### config.mk
export PLATFORM = sky130hd
export DESIGN_NAME = tap_ir_dr_chain
export DESIGN_NICKNAME = d
export VERILOG_FILES = /design/src/rtl/tap_pkg.sv /design/src/rtl/tap_shift_reg.sv /design/src/rtl/tap_ir_dr_chain.sv
export SDC_FILE = /design/constraint.sdc
export NUM_CORES = 1
export LEC_CHECK = 0
export CAP_MARGIN = 20
export CORE_MARGIN = 2
export CORE_UTILIZATION = 45
export DETAILED_ROUTE_END_ITERATION = 10
export GPL_ROUTABILITY_DRIVEN = 0
export PLACE_DENSITY = 0.8
export SYNTH_ARGS = -nofsm -noshare
export SYNTH_HDL_FRONTEND = slang
export SYNTH_SLANG_ARGS = --single-unit
### constraint.sdc
create_clock -name tclk -period 3.1 [get_ports tclk]
set_input_delay 0.775 -clock tclk [delete_from_list [all_inputs] [get_ports tclk]]
set_output_delay 0.775 -clock tclk [all_outputs]
set_load 0.01 [all_outputs]
### src/rtl/tap_pkg.sv
// Shared constants for the TAP scan datapath: default opcodes, IR capture
// pattern, default IDCODE and the data-register select type.
package tap_pkg;

  localparam logic [3:0]  OP_IDCODE  = 4'h1;
  localparam logic [3:0]  OP_USER    = 4'h2;
  localparam logic [3:0]  OP_BYPASS  = 4'hF;
  localparam logic [1:0]  IR_CAPTURE = 2'b01;
  localparam logic [31:0] IDCODE_VAL = 32'h1234_5ABF;

  typedef enum logic [1:0] {
    SEL_BYPASS,
    SEL_IDCODE,
    SEL_USER
  } dr_sel_e;

endpackage

### src/rtl/tap_shift_reg.sv
// Generic scan shift register: parallel capture, serial right shift with
// tdi entering the MSB; bit 0 is the serial output.
module tap_shift_reg #(
  parameter int WIDTH = 8
) (
  input  logic             tclk,
  input  logic             trst,
  input  logic             capture,
  input  logic             shift,
  input  logic             tdi,
  input  logic [WIDTH-1:0] pdata,
  output logic [WIDTH-1:0] data
);

  logic [WIDTH-1:0] data_reg;
  logic [WIDTH-1:0] shift_next;

  // Built per bit so a one-bit register needs no special slicing.
  generate
    for (genvar gi = 0; gi < WIDTH; gi++) begin : g_bit
      if (gi == WIDTH - 1) begin : g_msb
        assign shift_next[gi] = tdi;
      end else begin : g_mid
        assign shift_next[gi] = data_reg[gi+1];
      end
    end
  endgenerate

  always_ff @(posedge tclk) begin
    if (trst) begin
      data_reg <= '0;
    end else if (capture) begin
      data_reg <= pdata;
    end else if (shift) begin
      data_reg <= shift_next;
    end
  end

  assign data = data_reg;

endmodule

### src/rtl/tap_ir_dr_chain.sv
// Instruction register plus BYPASS / IDCODE / USER data registers driven by
// the TAP controller's state strobes; produces tdo and the latched USER value.
module tap_ir_dr_chain
  import tap_pkg::*;
#(
  parameter int                   IR_WIDTH   = 4,
  parameter int                   DR_WIDTH   = 8,
  parameter logic [31:0]          IDCODE_VAL = tap_pkg::IDCODE_VAL,
  parameter logic [IR_WIDTH-1:0]  OP_IDCODE  = IR_WIDTH'(tap_pkg::OP_IDCODE),
  parameter logic [IR_WIDTH-1:0]  OP_USER    = IR_WIDTH'(tap_pkg::OP_USER),
  parameter logic [IR_WIDTH-1:0]  OP_BYPASS  = IR_WIDTH'(tap_pkg::OP_BYPASS)
) (
  input  logic                tclk,
  input  logic                trst,
  input  logic                tdi,
  input  logic                test_logic_reset,
  input  logic                capture_dr,
  input  logic                shift_dr,
  input  logic                update_dr,
  input  logic                capture_ir,
  input  logic                shift_ir,
  input  logic                update_ir,
  input  logic [DR_WIDTH-1:0] udr_in,
  output logic                tdo,
  output logic                tdo_en,
  output logic [IR_WIDTH-1:0] ir_out,
  output logic [DR_WIDTH-1:0] udr_out,
  output logic                udr_update
);

  logic tlr_en, uir_en, udr_en, cir_en, cdr_en, sir_en, sdr_en;
  logic [IR_WIDTH-1:0] ir_out_reg;
  logic [IR_WIDTH-1:0] ir_shift;
  logic [IR_WIDTH-1:0] ir_capture_val;
  logic [31:0]         idcode_shift;
  logic [DR_WIDTH-1:0] user_shift;
  logic [DR_WIDTH-1:0] udr_out_reg;
  logic                udr_update_reg;
  logic                bypass_reg;
  logic                idcode_unused;
  dr_sel_e             dr_sel;

  // Strobes are one-hot by contract; this chain resolves any overlap.
  always_comb begin
    tlr_en = test_logic_reset;
    uir_en = update_ir  & ~tlr_en;
    udr_en = update_dr  & ~tlr_en & ~update_ir;
    cir_en = capture_ir & ~tlr_en & ~update_ir & ~update_dr;
    cdr_en = capture_dr & ~tlr_en & ~update_ir & ~update_dr & ~capture_ir;
    sir_en = shift_ir   & ~tlr_en & ~update_ir & ~update_dr & ~capture_ir & ~capture_dr;
    sdr_en = shift_dr   & ~tlr_en & ~update_ir & ~update_dr & ~capture_ir & ~capture_dr
                        & ~shift_ir;
  end

  always_comb begin
    case (ir_out_reg)
      OP_IDCODE: dr_sel = SEL_IDCODE;
      OP_USER:   dr_sel = SEL_USER;
      OP_BYPASS: dr_sel = SEL_BYPASS;
      default:   dr_sel = SEL_BYPASS;
    endcase
  end

  assign ir_capture_val = IR_WIDTH'(IR_CAPTURE);

  tap_shift_reg #(.WIDTH(IR_WIDTH)) u_ir_shift (
    .tclk    (tclk),
    .trst    (trst),
    .capture (cir_en),
    .shift   (sir_en),
    .tdi     (tdi),
    .pdata   (ir_capture_val),
    .data    (ir_shift)
  );

  tap_shift_reg #(.WIDTH(32)) u_idcode_shift (
    .tclk    (tclk),
    .trst    (trst),
    .capture (cdr_en && dr_sel == SEL_IDCODE),
    .shift   (sdr_en && dr_sel == SEL_IDCODE),
    .tdi     (tdi),
    .pdata   (IDCODE_VAL),
    .data    (idcode_shift)
  );

  tap_shift_reg #(.WIDTH(DR_WIDTH)) u_user_shift (
    .tclk    (tclk),
    .trst    (trst),
    .capture (cdr_en && dr_sel == SEL_USER),
    .shift   (sdr_en && dr_sel == SEL_USER),
    .tdi     (tdi),
    .pdata   (udr_in),
    .data    (user_shift)
  );

  // Only the LSB of IDCODE is ever observed; the rest just shifts through.
  assign idcode_unused = ^idcode_shift[31:1];

  always_ff @(posedge tclk) begin
    if (trst) begin
      ir_out_reg     <= OP_IDCODE;
      bypass_reg     <= 1'b0;
      udr_out_reg    <= '0;
      udr_update_reg <= 1'b0;
    end else begin
      udr_update_reg <= udr_en && dr_sel == SEL_USER;
      if (tlr_en) begin
        ir_out_reg <= OP_IDCODE;
      end else if (uir_en) begin
        ir_out_reg <= ir_shift;
      end
      if (udr_en && dr_sel == SEL_USER) begin
        udr_out_reg <= user_shift;
      end
      if (cdr_en && dr_sel == SEL_BYPASS) begin
        bypass_reg <= 1'b0;
      end else if (sdr_en && dr_sel == SEL_BYPASS) begin
        bypass_reg <= tdi;
      end
    end
  end

  always_comb begin
    tdo = 1'b0;
    if (shift_ir) begin
      tdo = ir_shift[0];
    end else if (shift_dr) begin
      case (dr_sel)
        SEL_IDCODE: tdo = idcode_shift[0];
        SEL_USER:   tdo = user_shift[0];
        default:    tdo = bypass_reg;
      endcase
    end
  end

  assign tdo_en     = shift_dr | shift_ir;
  assign ir_out     = ir_out_reg;
  assign udr_out    = udr_out_reg;
  assign udr_update = udr_update_reg;

endmodule

==> impl_metrics.ini <==
[setup_path]
critical_path.max_stage_delay_ns = 0.49
end_kind = output port
critPathMaxFanout = 6
crit_arrival_ns = 2.07
cp.required_ns = 2.32
crit_path_start_kind = primary input
cp_cell_sequence = clkdlybuf4s50_1 -> or2_2 -> clkdlybuf4s50_1
path_common_cell = clkdlybuf4s50_1
critPathSlowestCell = clkdlybuf4s50_1
critical_path_class = primary input to output port

[cells_and_area]
final_area_sq_um = 2808
fin_cells = 351
areaGrowthSynthToFinish_pct = 25.08
seqCellArea_sq_um = 1161
nNetsFinal = 300
antenna_cells = 0
final_layout_size_suffix_gt1_frac = 0.1056
largest_reg_flops = 32
multi_input_area_sq_um = 1006
n_fill_cell = 437

[sta]
rsz0062_at_grt = no
drv_slew = 0
finalCriticalPeriod_ns = 2.840
hold_violations = 0
fin_crit_sh = 0.9162
worst_pin_slew_ns = 0.7090
fin_ws_ns = 0.2596
finalClockSkew_ns = 0.005198
hold_slack_ns = 0.4552
final-setup-viol-count = 0
setup_tns_ns = 0
max_freq_mhz = 352.1
slew_headroom = 0.5251

[cts]
path_clk_slew_ns = 0.06
root_buffer = clkbuf_8
clk_latency_ns = 0.34
ctsLongestPathBuffers = 2
hold_buffers = 0
htreeDepth = 3
clock-sinks = 58
cts_setup_buffers = 0
tritoncts = built
cts_buffers = 9

[floorplanning]
fp.dieW_um = 74.63
num_rows = 25
coreArea_sq_um = 4755
die_area_sq_um = 5569
start_util = 0.4721
die_y_um = 74.63
io_pins = 33

[drt]
top_layer = met4
drtPass1Iterations = 4
drt-vias-per-instance = 5.202
met1_length_um = 2172
dr_wl_met3_um = 265
drc_errors = 0
vias = 1826
post_drt_wl_per_cell_um = 12.93
dr.first_iter.drc_count = 99
antenna_left = 0
wl_met2_um = 1997
drt-total-wl_um = 4537

[power]
power_density_nw_per_um2 = 545.9
static-leakage-power_nw = 1.029
ir_drop_mv = 0.2992

[grt]
grt-ovfl-total = 0
grt_pass1_wl_um = 7569
grt_max_degree = 33
grt_usage = 0.1799
grt_antenna_before_repair = 0
grt_pass1_vias = 1689

[yosys]
yosysMostFrequentCell = dfxtp_1
synthesis.nets = 269
netlist_top_cells_count = 58 x dfxtp_1, 51 x nand2_1, 27 x a21oi_1
synth-edff-count = 0
ys_types = 35
ys_ff_latch = 58
synthArstFlopShare = 0
avgSynthCellArea_sq_um = 9.051
yosysTopAreaCell = dfxtp_1
syn_inst = 248
synth_area_sq_um = 2245
synth_ff_type = dfxtp_1
yosysWarnings = 0
synth_seq_area_share = 0.5173
synth_top_area_frac = 0.5173
synth_area_leaders = dfxtp_1 52%, nand2_1 8.5%, o22ai_1 6.4%

[place]
portBuffers = 32
place_ws_ns = 0.1294
dp.cells = 335
detailed_place_hpwl_um = 2960
postPlaceCellArea_sq_um = 2581

[run_status]
status = finished clean

[flow_run]
drv_cap = 0

[worst_hold_path]
hp-class = flip-flop to flip-flop
[worst max-delay path: cells and delay by family]
kind,cells,cell delay (ns)
buf+inv,2,0.96
simple gates,1,0.32
[kinds of logic after synthesis]
group,Yosys count,share of synthesized area
compound gates,65,0.1895
fa+ha+maj,3,0.01672
buf+inv,17,0.04348
flops,58,0.5173
mux,8,0.03568
simple gates,97,0.1973
[metrics by stage]
step           power [mW]    util
3_3_place_gp       0.8471  0.5429
6_report            1.533  0.5905
2_1_floorplan      0.8106       -
4_1_cts             1.549  0.5900
3_5_place_dp       0.8474  0.5429
5_1_grt             1.591  0.5905
[layout by cell type (no fill, tap or decap), types with 2 or more instances in the layout]
master / count
o22ai_1: 23
nand2b_1: 3
ha_2: 2
buf_4: 3
nor2_1: 24
nand3b_1: 3
and3_1: 3
o2bb2ai_1: 7
a21oi_1: 27
nor3_1: 3
inv_1: 2
clkbuf_8: 11
nand2_1: 51
clkinv_2: 3
mux2i_1: 8
clkdlybuf4s50_1: 31
dfxtp_1: 58
[layout make-up]
class / instances / share of cell area
clock buffers: 11 / 0.05392
well taps: 67 / 0.02986
repair buffers: 35 / 0.1230
flip-flops and latches: 58 / 0.4135
multi-input cells: 173 / 0.3583
clock inverters: 5 / 0.01872
inverters: 2 / 0.002674
[repair_timing]
item | in CTS | in global routing
endpoints found under the hold margin | 0 | 0
gates resized for setup | 4 | 1
endpoints found under the setup margin | 1 | 1
[path summary, 6_finish.rpt]
| path | start | endpoint | slack, ns | cells after the start |
|---|---|---|---|---|
| max | shift_ir | tdo_en | 0.26 | 3 |
| max reg2reg | ir_out[1] | u_user_shift.data[0] | 1.29 | 5 |
| min reg2reg | u_idcode_shift.data[10] | u_idcode_shift.data[10] | 0.46 | 2 |
| min | u_idcode_shift.data[10] | u_idcode_shift.data[10] | 0.46 | 2 |
[per-layer routing]
| layer | track usage | vias to the layer above |
|---|---|---|
| met1 | 0.2199 | 836 |
| met5 | 0 | - |
| met2 | 0.2822 | 50 |
| met3 | 0.05087 | 10 |
| li1 | - | 930 |
| met4 | 0.1091 | 0 |
[where the power goes]
part | total, mW | switching, mW | internal, mW
Sequential | 0.756 | 0.00383 | 0.752
Combinational | 0.0769 | 0.0396 | 0.0373
Clock | 0.700 | 0.290 | 0.410
Total | 1.53 | 0.333 | 1.20
Note: power is estimated with default switching activity, not from simulation.
